[config.mk]
export PLATFORM = sky130hd
export DESIGN_NAME = if_id_skid_reg
export DESIGN_NICKNAME = d
export VERILOG_FILES = /design/src/rtl/if_id_skid_reg.sv
export SDC_FILE = /design/constraint.sdc
export NUM_CORES = 1
export LEC_CHECK = 0
export BUFFER_PORTS_ARGS = -buffer_cell sky130_fd_sc_hd__buf_4
export CAP_MARGIN = 20
export CORE_MARGIN = 4
export CORE_UTILIZATION = 39
export DETAILED_ROUTE_END_ITERATION = 8
export GPL_TIMING_DRIVEN = 0
export PLACE_DENSITY_LB_ADDON = 0.2
export SLEW_MARGIN = 40
export SYNTH_ARGS = -nofsm -noshare
export SYNTH_HDL_FRONTEND = slang
export SYNTH_SLANG_ARGS = --single-unit
[constraint.sdc]
create_clock -name clk -period 7.7 [get_ports clk]
set_clock_uncertainty 0.2 [all_clocks]
set_input_delay 1.54 -clock clk [delete_from_list [all_inputs] [get_ports clk]]
set_output_delay 1.54 -clock clk [all_outputs]
set_load 0.02 [all_outputs]
[src/rtl/if_id_skid_reg.sv]
// if_id_skid_reg: fetch -> decode pipeline boundary with a 2-entry skid buffer.
//
// Each fetched {pc, instr} beat is captured through a valid/ready handshake and
// presented to decode one cycle later. Nothing is forwarded combinationally from
// if_* to id_*. A second (skid) entry absorbs the beat that is already in flight
// when decode stalls, so if_ready can be a registered output.
//
// Ports:
//   clk, rst        clock; asynchronous active-high reset
//   if_valid        fetch beat valid
//   if_ready        buffer can accept a beat (registered, 0 only while FULL)
//   if_pc/if_instr  fetched beat payload
//   flush           drop all held and incoming beats at the next edge
//   id_valid        decode beat valid
//   id_ready        decode accepts the beat (0 = stall)
//   id_pc           pc of the presented beat (holds last value when idle)
//   id_pc_plus4     id_pc + 4, wrapping
//   id_instr        presented instruction, NOP_INSTR when id_valid = 0
//   id_misaligned   id_pc[1:0] != 0, forced to 0 when id_valid = 0
//
// Optional build macro IFID_PERF_CNT_EN adds saturating counters:
//   stall_cycles    cycles with id_valid & !id_ready
//   bubble_cycles   cycles with !id_valid
//   flush_count     cycles with flush asserted

module if_id_skid_reg #(
   parameter int unsigned         ADDR_W    = 32,
   parameter int unsigned         INSTR_W   = 32,
   parameter logic [INSTR_W-1:0]  NOP_INSTR = '0
) (
   input  logic               clk,
   input  logic               rst,
   input  logic               if_valid,
   output logic               if_ready,
   input  logic [ADDR_W-1:0]  if_pc,
   input  logic [INSTR_W-1:0] if_instr,
   input  logic               flush,
   output logic               id_valid,
   input  logic               id_ready,
   output logic [ADDR_W-1:0]  id_pc,
   output logic [ADDR_W-1:0]  id_pc_plus4,
   output logic [INSTR_W-1:0] id_instr,
   output logic               id_misaligned
`ifdef IFID_PERF_CNT_EN
  ,output logic [31:0]        stall_cycles,
   output logic [31:0]        bubble_cycles,
   output logic [15:0]        flush_count
`endif
);

   typedef enum logic [1:0] {StEmpty, StOne, StFull} state_e;

   state_e               state_q, state_d;
   logic [ADDR_W-1:0]    main_pc_q, main_pc_d;
   logic [INSTR_W-1:0]   main_instr_q, main_instr_d;
   logic [ADDR_W-1:0]    skid_pc_q, skid_pc_d;
   logic [INSTR_W-1:0]   skid_instr_q, skid_instr_d;
   logic                 if_ready_q;
   logic                 accept, retire;

   assign id_valid = (state_q != StEmpty);
   assign if_ready = if_ready_q;
   assign accept   = if_valid & if_ready_q;
   assign retire   = id_valid & id_ready;

   always_comb begin
      state_d      = state_q;
      main_pc_d    = main_pc_q;
      main_instr_d = main_instr_q;
      skid_pc_d    = skid_pc_q;
      skid_instr_d = skid_instr_q;
      if (flush) begin
         // main_pc is left alone so id_pc keeps its last value while idle
         state_d = StEmpty;
      end else begin
         case (state_q)
            StEmpty: begin
               if (accept) begin
                  state_d      = StOne;
                  main_pc_d    = if_pc;
                  main_instr_d = if_instr;
               end
            end
            StOne: begin
               if (accept && retire) begin
                  main_pc_d    = if_pc;
                  main_instr_d = if_instr;
               end else if (accept) begin
                  state_d      = StFull;
                  skid_pc_d    = if_pc;
                  skid_instr_d = if_instr;
               end else if (retire) begin
                  state_d = StEmpty;
               end
            end
            StFull: begin
               if (retire) begin
                  state_d      = StOne;
                  main_pc_d    = skid_pc_q;
                  main_instr_d = skid_instr_q;
               end
            end
            default: state_d = StEmpty;
         endcase
      end
   end

   always_ff @(posedge clk or posedge rst) begin
      if (rst) begin
         state_q      <= StEmpty;
         main_pc_q    <= '0;
         main_instr_q <= NOP_INSTR;
         skid_pc_q    <= '0;
         skid_instr_q <= NOP_INSTR;
         if_ready_q   <= 1'b1;
      end else begin
         state_q      <= state_d;
         main_pc_q    <= main_pc_d;
         main_instr_q <= main_instr_d;
         skid_pc_q    <= skid_pc_d;
         skid_instr_q <= skid_instr_d;
         if_ready_q   <= (state_d != StFull);
      end
   end

   assign id_pc         = main_pc_q;
   assign id_pc_plus4   = main_pc_q + ADDR_W'(4);
   assign id_instr      = id_valid ? main_instr_q : NOP_INSTR;
   assign id_misaligned = id_valid & (main_pc_q[1:0] != 2'b00);

`ifdef IFID_PERF_CNT_EN
   always_ff @(posedge clk or posedge rst) begin
      if (rst) begin
         stall_cycles  <= '0;
         bubble_cycles <= '0;
         flush_count   <= '0;
      end else begin
         if (id_valid && !id_ready && (stall_cycles != '1)) begin
            stall_cycles <= stall_cycles + 32'd1;
         end
         if (!id_valid && (bubble_cycles != '1)) begin
            bubble_cycles <= bubble_cycles + 32'd1;
         end
         if (flush && (flush_count != '1)) begin
            flush_count <= flush_count + 16'd1;
         end
      end
   end
`endif

endmodule

---- Yosys cells after proc, flatten, opt, wreduce, memory -nomap -nowiden ----
Cells that the tools add are included.
operators by class
  $add $sub $neg .......................... 1
  eq/ne operators ......................... 6
  muxes and demuxes ....................... 16
  bitwise gates (word level) .............. 5
  reductions and logical operators ........ 7
operators by type and width
  cell                     number
  $mux W32                 7
  $pmux W32 S3             2
  $add A32 B3 Y32 const B  1
  $mux W2                  6
  $ne A2 B2 Y1 const B     4
  $pmux W2 S3              1
  $reduce_and A5 Y1        1
  $reduce_and A4 Y1        1
  $reduce_bool A2 Y1       2
  $and A1 B1 Y1            3
  $reduce_bool A3 Y1       1
  $eq A2 B1 Y1 const B     1
  $eq A2 B2 Y1 const B     1
  $logic_not A2 Y1         1
  $not A1 Y1               2
  $logic_and A1 B1 Y1      1
storage, ports and cells
  register bits ........................... 131
  input port bits ......................... 69
  output and inout bits ................... 99
  logic and storage cells ................. 41

---- Longest topological paths before layout ----
Gate-level depths: netlist of run 1.
  word-level depth ........................ 8
  mapped depth ............................ 6
  depth with buffers taken out ............ 5

---- Worst setup path before layout of run 1 ----
No wires, ideal clock.
  path type ............................... reg-to-output
  from .................................... reg main_pc_q[3], in the netlist id_pc[3]
  to ...................................... out id_pc_plus4[16]
  data arrival time ....................... 1762 ps
  required time ........................... 5960 ps
  setup slack ............................. 4198 ps
  cell stages (with the launch flop) ...... 6
  path buffers ............................ 0
  cell sequence ........................... dfrtp_1 > ha_1 > nand3_1 > nor3_4 > and3_1 > xor2_1
on the way
  cells in the longest elaborated chain, start to end .. 1
ends and longest elaborated chain
  item                      line  text
  start: declaration        54    logic [ADDR_W-1:0] main_pc_q, main_pc_d;
  start signal: assignment  118   main_pc_q <= main_pc_d;
  $add A32 B3 Y32           127   assign id_pc_plus4 = main_pc_q + ADDR_W'(4);
  end: declaration          41    output logic [ADDR_W-1:0] id_pc_plus4,
Every way passes these cells.

---- Final worst setup path of run 1 ----
  from .................................... reg main_pc_q[2], in the netlist id_pc[2]
  to ...................................... out id_pc_plus4[16]
The elaborated chain is that of the path after synthesis.

==> results of run 1 <==
[layer usage]
layer  part of all wire, %  GRT usage, %
met5                     0             0
met4                   1.4         6.017
met3                   6.4         5.557
met2                    47         28.46
met1                    45         23.07
[area by class of cell]
cell class	count	share of cell area [%]
timing repair buffer	168	14.34
clock inverter	8	1.134
multi-input combinational	441	36.54
tap	220	3.080
buffer	33	2.464
inverter	4	0.2520
sequential	131	36.69
clock buffer	24	5.502
[cell usage in the layout (no fill, tap or decap), types with 2 or more instances in the layout]
cell	instances
nand2_1	196
buf_4	172
dfrtp_1	130
mux2_2	68
mux2_4	59
nor2b_1	32
xnor2_1	22
clkbuf_16	17
nand4_1	11
clkbuf_1	10
nor2_1	9
buf_6	9
buf_2	8
nand3_1	8
xor2_1	7
and3_1	5
buf_1	4
clkbuf_8	4
nand2b_1	3
and4_1	3
inv_1	3
clkinvlp_4	3
nand4_2	2
nor3_4	2
and2_1	2
mux2i_1	2
clkinv_2	2
bufinv_16	2
[power by group]
part	switching, W	total [W]	leakage (nW)	internal, W
Clock	0.000296	0.000806	0.282	0.000510
Sequential	0.000134	0.00100	1.58	0.000867
Combinational	0.000304	0.000681	2.59	0.000377
[registers in the layout, summed over array words and instances (netlist names)]
signal        cells
id_pc            32
skid_instr_q     32
main_instr_q     32
skid_pc_q        32
state_q           2
if_ready          1
[synth_stat cells]
library cell  number
a22oi_4            1
ha_1               1
mux2i_1            2
a2bb2oi_1          1
and4_1             3
xnor2_1           22
nand4_1           11
a21oi_1            1
buf_6              9
buf_2              8
xor2_1             7
nand3_1            8
and2_0             1
buf_1              4
clkbuf_1           7
nor4_2             1
and3_1             5
and3b_2            1
nor2b_2            1
nor3_4             2
nand2_1          196
nor2b_1           32
inv_1              4
dfstp_2            1
nand2b_1           3
nor2_8             1
buf_4              5
mux2_4            59
and2_1             2
mux2_2            68
nand3_2            1
nand4_2            2
dfrtp_1          130
nor2_1             9
[how the worst max path moves through the flow]
stage,startpoint,endpoint,slack [ps]
4_1_cts,id_pc[2],id_pc_plus4[16],3550
5_1_grt,id_pc[14],id_pc_plus4[25],3410
2_1_floorplan,rst,id_pc[0],2460
3_5_place_dp,id_pc[2],id_pc_plus4[16],4000
3_3_place_gp,rst,id_pc[11],850
6_report,id_pc[2],id_pc_plus4[16],3610
[cells by family (layout without fill, tap and decap cells)]
group           Yosys count  count (layout)  synth area share [%]
compound gates            3               3                0.5166
buf+inv                  37             237                 3.469
xor+xnor                 29              29                 3.746
mux                     129             129                 24.65
flops                   131             131                 48.37
fa+ha+maj                 1               1                0.1845
simple gates            279             279                 19.06
[critical path: cells and delay by family (launching register included)]
kind | cells | cell delay [ps]
buffers and inverters | 1 | 160
DFF | 1 | 480
xor gates and xnor gates | 1 | 150
adders and majority gates | 1 | 230
and+or+nand+nor | 3 | 900
[per-stage QoR]
stage                     utilization (%)  worst slack, ps
final                               53.14             3612
after global routing                53.14             3411
after CTS                           53.14             3548
after detailed placement            49.61             3997
after global placement              49.40            854.0
after floorplan                         -             2464
==> impl_metrics.py, run 1 <==
metrics = {
    "global_routing": {
        "grt-ovfl-total": 0,
        "grt_pass1_wl_mm": 27.74,
        "grtUsageTotal_pct": 17.82,
        "grt_pass1_vias": 5154,
        "antenna_found_initial": 0,
        "grt_max_degree": 81,
    },
    "clock_tree": {
        "clk_path_buf_depth": 2,
        "cts_setup_buffers": 0,
        "cts_tree": "built",
        "cts_resized": 0,
        "clk_latency_ps": 410,
        "path_clk_slew_ps": 50,
        "htree_levels": 4,
        "root_buffer": "clkbuf_16",
        "numCtsBuffers": 17,
        "cts_hold_buf": 0,
        "clock-sinks": 131,
    },
    "hold_path": {
        "min_path_cells": 1,
        "hp-class": "reg -> reg",
        "hold_start": "main_instr_q[31]",
        "whs_endpoint": "main_instr_q[31]",
    },
    "timing": {
        "period_share_pct": 53.10,
        "setup_viol": 0,
        "drv_slew": 0,
        "rsz0062_at_grt": "false",
        "worst_pin_slew_ps": 682.9,
        "fin_crit_ps": 4088,
        "fin_tns_setup_ps": 0,
        "clock.fmax_ghz": 0.2446,
        "slew_headroom_pct": 54.30,
        "hold_violations": 0,
        "hold_ws_ps": 300.2,
    },
    "routing": {
        "drc": 0,
        "wl_per_cell_um": 16.56,
        "via_per_inst": 4.785,
        "final_antenna_net_count": 0,
        "first_pass_iters": 4,
        "drt_iter0_drc": 243,
        "route.vias.total": 4924,
        "drt-total-wl_mm": 17.04,
    },
    "final_layout": {
        "fin_cells": 1029,
        "multi_input_area_sq_mm": 0.003266,
        "num-nets-final": 866,
        "stdcell_area_sq_mm": 0.008937,
        "antenna-diode-count": 0,
        "fillers": 1515,
        "drive_above_1_share_pct": 44.25,
        "ff_latch_area_sq_mm": 0.003279,
        "syn_to_final_growth_pct": 31.81,
    },
    "yosys": {
        "synth_largest_area_cell": "dfrtp_1",
        "synth.area.top_cells": "dfrtp_1 48%, mux2_4 13%, mux2_2 11%",
        "ys_ff_latch": 131,
        "syn_area_per_cell_sq_um": 11.13,
        "yosysTopAreaCellShare_pct": 47.98,
        "yosysWarningCount": 0,
        "yosysSeqAreaShare_pct": 48.37,
        "synth_area_sq_mm": 0.006780,
        "syn_inst": 609,
        "netlist-cell-type-count": 34,
        "synth_fp_nets": 679,
    },
    "placement": {
        "io_buffer_count": 167,
        "gp_congestion": 0.8024,
        "post_dp_cell_area_sq_mm": 0.008344,
        "dp.cells": 997,
        "hpwl_mm": 12.29,
    },
    "die": {
        "fp.dieW_um": 139.9,
        "core_sq_mm": 0.01682,
        "rows": 47,
        "die_area_sq_mm": 0.01956,
        "io_pins": 168,
        "start_util_pct": 40.31,
        "die_h_um": 139.9,
    },
    "critical_path": {
        "path_class": "reg -> out",
        "cp-end-kind": "output pin",
        "worst_setup_path_start_kind": "flip-flop",
        "crit_required_ps": 5960,
        "slowest_delay_ps": 480,
        "slowest_stage": "dfrtp_1",
        "rr_startpoint": "if_ready",
        "r2r_cells": 4,
        "worstPathMaxFanout": 7,
        "worstPathArrival_ps": 2350,
        "worstReg2RegEnd": "skid_pc_q[21]",
        "cp_cell_sequence": "ha_1, nand3_1, nor3_4, and3_1, xor2_1, buf_4",
        "reg2reg_slack_ps": 5640,
    },
    "power": {
        "fin_total_pwr_w": 0.002488,
        "powerDensity_mw_per_mm2": 278.4,
        "leakage_nw": 4.457,
        "peakVddDrop_uv": 158.5,
    },
    "status": {
        "outcome": "complete, no violations",
    },
    "run": {
        "cap_violations": 0,
    },
}
Power figures use the tool's default switching activity.
==> inputs of run 2 (changes only) <==
==> constraint.sdc (replaced) <==
create_clock -name clk -period 4 [get_ports clk]
set_clock_uncertainty 0.2 [all_clocks]
set_input_delay 0.8 -clock clk [delete_from_list [all_inputs] [get_ports clk]]
set_output_delay 0.8 -clock clk [all_outputs]
set_load 0.02 [all_outputs]
==> run 2 against run 1 <==
  * Design area increased by 0.67%
  * Via count rose by 3.5%
  * Setup slack worse by 3000 ps
  * Flip-flop and latch count is the same
  * Clock power up 86%
  * First-iteration DRC count is 9.5% lower
  * Global-route usage about the same
  * Hold slack got worse by 57 ps
  * Routed wire length increased by 0.77%
  * Clock-buffer cell count down 2
  * Sequential share of layout area decreased by 0.24 points
  * Cell count up 0.29%
  * Largest power group unchanged
==> impl_metrics.py, run 2 (synthesis gave the netlist of run 1 again) <==
metrics = {
    "status": {
        "outcome": "complete, no violations",
    },
    "final_layout": {
        "fillers": 1504,
        "ff_latch_area_sq_mm": 0.003279,
        "drive_above_1_share_pct": 44.33,
        "syn_to_final_growth_pct": 32.70,
        "antenna-diode-count": 0,
        "final_cell_mix": "196 x nand2_1, 172 x buf_4, 130 x dfrtp_1, 68 x mux2_2, 59 x mux2_4",
        "multi_input_area_sq_mm": 0.003266,
        "stdcell_area_sq_mm": 0.008997,
        "num-nets-final": 870,
        "final_common_cell": "nand2_1",
    },
    "global_routing": {
        "grt_pass1_vias": 5233,
        "grt-ovfl-total": 0,
        "grt_pass1_wl_mm": 27.86,
        "grtUsageTotal_pct": 17.81,
        "antenna_found_initial": 0,
        "grt_max_degree": 26,
    },
    "die": {
        "die_h_um": 139.9,
        "rows": 47,
        "io_pins": 168,
        "core_sq_mm": 0.01682,
        "start_util_pct": 40.31,
        "die_area_sq_mm": 0.01956,
        "fp.dieW_um": 139.9,
    },
    "critical_path": {
        "path_common_cell": "nand4_1",
        "slowest_stage": "dfrtp_1",
        "rr_startpoint": "if_ready",
        "cp_cell_sequence": "nand4_1, nor2_1, clkbuf_1, nand4_1, xnor2_1, buf_4",
        "cp-end-kind": "output pin",
        "worstPathArrival_ps": 2410,
        "worst_setup_path_start_kind": "flip-flop",
        "path_delay_family": "simple AND/OR/NAND/NOR gates",
        "startpoint": "id_pc[14]",
        "crit_buf_inv": 2,
        "crit_required_ps": 3000,
        "slowest_delay_ps": 470,
        "path_class": "reg -> out",
        "worstPathMaxFanout": 10,
    },
    "timing": {
        "drv_slew": 0,
        "period_share_pct": 85.13,
        "slew_headroom_pct": 52.13,
        "fin_tns_setup_ps": 0,
        "worst_pin_slew_ps": 715.4,
        "clock.fmax_ghz": 0.2937,
        "rsz0062_at_grt": "false",
        "hold_violations": 0,
        "fin_crit_ps": 3405,
        "setup_viol": 0,
    },
    "placement": {
        "gp_congestion": 0.8036,
        "hpwl_mm": 12.40,
        "post_dp_cell_area_sq_mm": 0.008436,
        "io_buffer_count": 167,
    },
    "clock_tree": {
        "cts_resized": 0,
        "root_buffer": "clkbuf_16",
        "htree_levels": 4,
        "path_clk_slew_ps": 60,
        "clk_path_buf_depth": 2,
        "clock-sinks": 131,
        "clk_latency_ps": 410,
        "cts_hold_buf": 0,
        "numCtsBuffers": 17,
        "cts_tree": "built",
        "cts_setup_buffers": 0,
    },
    "routing": {
        "first_pass_iters": 5,
        "via_per_inst": 4.936,
        "drc": 0,
        "route.vias.total": 5094,
        "final_antenna_net_count": 0,
        "wl_per_cell_um": 16.64,
        "drt_iter0_drc": 220,
        "drt-total-wl_mm": 17.18,
    },
    "hold_path": {
        "hp-class": "in -> async",
    },
    "power": {
        "powerDensity_mw_per_mm2": 528.9,
        "peakVddDrop_uv": 294.2,
        "leakage_nw": 4.482,
    },
    "run": {
        "cap_violations": 0,
    },
}
## run 2: layout make-up
type | count | area share (%)
multi-input combinational | 441 | 36.30
tap | 220 | 3.059
timing repair buffer | 172 | 15.30
inverter | 4 | 0.2086
clock buffer | 22 | 5.048
sequential | 131 | 36.45
buffer | 33 | 2.448
clock inverter | 9 | 1.196
## run 2: stage by stage
step | power, W | setup WS [ps] | cells | util (%) | hold slack (ps)
floorplan | 0.002743 | 1238 | 609 | - | 273.9
global placement | 0.003225 | 524.0 | 996 | 49.43 | 285.6
detailed placement | 0.003286 | 1034 | 1001 | 50.16 | 285.4
CTS | 0.004803 | 577.8 | 1032 | 53.50 | 241.5
global route | 0.004990 | 344.5 | 1032 | 53.50 | 267.9
finish | 0.004758 | 594.8 | 1032 | 53.50 | 243.7
## run 2: per-layer routing
metal	global-route usage (%)	wire length, um	part of all wire [%]
met1	22.88	7321	43
met2	27.96	8099	47
met3	6.655	1484	8.6
met4	5.762	269	1.6
met5	0	0	0
## run 2: power by group
group / switching [W] / total [W] / internal (W)
logic: 0.000587 / 0.00132 / 0.000735
registers: 0.000263 / 0.00193 / 0.00167
clock network: 0.000576 / 0.00150 / 0.000928
## run 2: path summary, 6_finish.rpt
check                                    to  slack (ps)  cells past startpoint
hold reg to reg            main_instr_q[19]         300                      1
max in group asynchronous          if_ready        2610                      4
setup reg to reg              skid_pc_q[19]        1950                      4
min in group clk           main_instr_q[19]         300                      1
setup / recovery            id_pc_plus4[23]         590                      6
hold / removal             main_instr_q[15]         240                      2
==> inputs of run 3 (changes only) <==
--- a/config.mk
+++ b/config.mk
@@ -7,11 +7,11 @@
 export LEC_CHECK = 0
 export BUFFER_PORTS_ARGS = -buffer_cell sky130_fd_sc_hd__buf_4
 export CAP_MARGIN = 20
-export CORE_MARGIN = 4
 export CORE_UTILIZATION = 39
 export DETAILED_ROUTE_END_ITERATION = 8
 export GPL_TIMING_DRIVEN = 0
 export PLACE_DENSITY_LB_ADDON = 0.2
+export SETUP_SLACK_MARGIN = 0.1
 export SLEW_MARGIN = 40
 export SYNTH_ARGS = -nofsm -noshare
 export SYNTH_HDL_FRONTEND = slang
==> run 3 against run 2 <==
  * Non-clock buffer count is the same
  * Die area shrank 8.4%
  * Sequential power is essentially flat
  * Total power grew 0.62%
  * Critical path type unchanged
==> impl_metrics.py, run 3 (synthesis gave the netlist of run 1 again) <==
metrics = {
    "global_routing": {
        "grt-ovfl-total": 0,
        "grtUsageTotal_pct": 19.69,
        "global_route.peak_usage_layer": "met2",
        "grt_pass1_vias": 5124,
        "grtUsageMet3_pct": 5.933,
        "use_met2_pct": 31.64,
        "grt_max_degree": 26,
        "grt_pass1_wl_mm": 27.05,
        "antenna_found_initial": 0,
        "use_met1_pct": 24.79,
    },
    "clock_tree": {
        "cts_setup_buffers": 0,
        "clock-sinks": 131,
        "root_buffer": "clkbuf_16",
        "clk_latency_ps": 420,
        "cts_tree": "built",
        "numCtsBuffers": 17,
        "cts_resized": 0,
        "htree_levels": 4,
        "path_clk_slew_ps": 60,
        "cts_hold_buf": 0,
        "clk_path_buf_depth": 2,
    },
    "routing": {
        "first_pass_iters": 4,
        "route.vias.total": 4968,
        "drt-total-wl_mm": 16.84,
        "wl_per_cell_um": 16.31,
        "final_antenna_net_count": 0,
        "via_per_inst": 4.809,
        "drt_iter0_drc": 166,
        "drc": 0,
    },
    "timing": {
        "period_share_pct": 84.80,
        "fin_tns_setup_ps": 0,
        "hold_violations": 0,
        "drv_slew": 0,
        "setup_viol": 0,
        "rsz0062_at_grt": "false",
        "worst_pin_slew_ps": 679.2,
        "fin_ws_ps": 608.0,
        "slew_headroom_pct": 54.55,
        "clock.fmax_ghz": 0.2948,
        "fin_crit_ps": 3392,
    },
    "placement": {
        "io_buffer_count": 167,
        "post_dp_cell_area_sq_mm": 0.008436,
        "place_ws_ps": 1027,
        "hpwl_mm": 12.32,
        "gp_congestion": 0.7828,
    },
    "final_layout": {
        "final_cell_mix": "196 x nand2_1, 172 x buf_4, 130 x dfrtp_1, 68 x mux2_2, 59 x mux2_4",
        "stdcell_area_sq_mm": 0.009017,
        "fillers": 1485,
        "final_util_pct": 53.80,
        "syn_to_final_growth_pct": 33.00,
        "num-nets-final": 870,
        "drive_above_1_share_pct": 44.40,
        "final_common_cell": "nand2_1",
        "antenna-diode-count": 0,
    },
    "power": {
        "seq_power_share_pct": 40.4,
        "peakVddDrop_uv": 378.9,
        "p_clk_share_pct": 32.1,
        "leakage_nw": 4.497,
        "swShare_pct": 29.62,
        "power_frac_comb_pct": 27.5,
        "p_sw_w": 0.001418,
        "fin_total_pwr_w": 0.004788,
        "powerDensity_mw_per_mm2": 531.0,
        "p_int_w": 0.003370,
    },
    "die": {
        "core_sq_mm": 0.01676,
        "start_util_pct": 40.46,
        "io_pins": 168,
        "die_h_um": 133.9,
        "fp.dieW_um": 133.9,
        "rows": 47,
        "die_area_sq_mm": 0.01792,
    },
    "critical_path": {
        "path_common_cell": "nand3_1",
        "worst_setup_path_start_kind": "flip-flop",
        "slowest_stage": "dfrtp_1",
        "worstPathArrival_ps": 2390,
        "cp-end-kind": "output pin",
        "path_class": "reg -> out",
        "cp_cell_sequence": "ha_1, nand3_1, nor4_2, nand3_1, xnor2_1, buf_4",
        "crit_required_ps": 3000,
        "worstPathMaxFanout": 6,
        "slowest_delay_ps": 490,
    },
    "run": {
        "cap_violations": 0,
    },
    "hold_path": {
        "hp-class": "in -> async",
    },
    "status": {
        "outcome": "complete, no violations",
    },
}
## run 3: changes by cell type in the layout (fill, tap and decap cells not counted)
cell / delta
clkinv_4: -1
clkbuf_8: +2
inv_6: +1
clkinvlp_4: -1
## run 3: power by group through the flow
stage	clock, W	combinational, W	sequential [W]
6_report	0.00154	0.00132	0.00193
3_3_place_gp	0	0.00129	0.00193
4_1_cts	0.00157	0.00134	0.00193
2_1_floorplan	0	0.000786	0.00196
3_5_place_dp	0	0.00134	0.00195
5_1_grt	0.00164	0.00141	0.00198
## run 3: path summary, 6_finish.rpt
check / startpoint / endpoint / slack (ps) / cells past startpoint
min: rst / skid_pc_q[21] / 240 / 2
max reg2reg: if_ready / skid_pc_q[3] / 1930 / 4
min reg2reg: skid_instr_q[17] / skid_instr_q[17] / 300 / 1
min in group clk: skid_instr_q[17] / skid_instr_q[17] / 300 / 1
max: id_pc[2] / id_pc_plus4[20] / 610 / 6
max in group asynchronous: rst / skid_instr_q[23] / 2660 / 4
## run 3: through the flow
step,std cells,hold slack [ps]
6_report,1033,241.7
5_1_grt,1033,262.8
4_1_cts,1033,241.7
2_1_floorplan,609,273.9
3_5_place_dp,1001,283.5
3_3_place_gp,996,283.9
## run 3: worst max-delay path: cells and delay by family (launching register included)
kind,cells,cell delay (ps)
DFF,1,490
xor gates and xnor gates,1,180
and+or+nand+nor,3,900
adders and majority gates,1,230
buffers and inverters,1,170
## run 3: area by class of cell
cell class | count | area (sq um) | share of cell area, %
clock buffer | 24 | 481.7 | 5.342
inverter | 4 | 18.77 | 0.2081
tap | 220 | 275.3 | 3.053
clock inverter | 8 | 100.1 | 1.110
timing repair buffer | 172 | 1376 | 15.26
sequential | 131 | 3279 | 36.37
multi-input combinational | 441 | 3266 | 36.21
buffer | 33 | 220.2 | 2.442
## run 3: layer usage
metal / share of wire (%) / wire [um]
met5: 0 / 0
met4: 2.2 / 365
met3: 6.3 / 1057
met2: 48 / 8063
met1: 44 / 7357
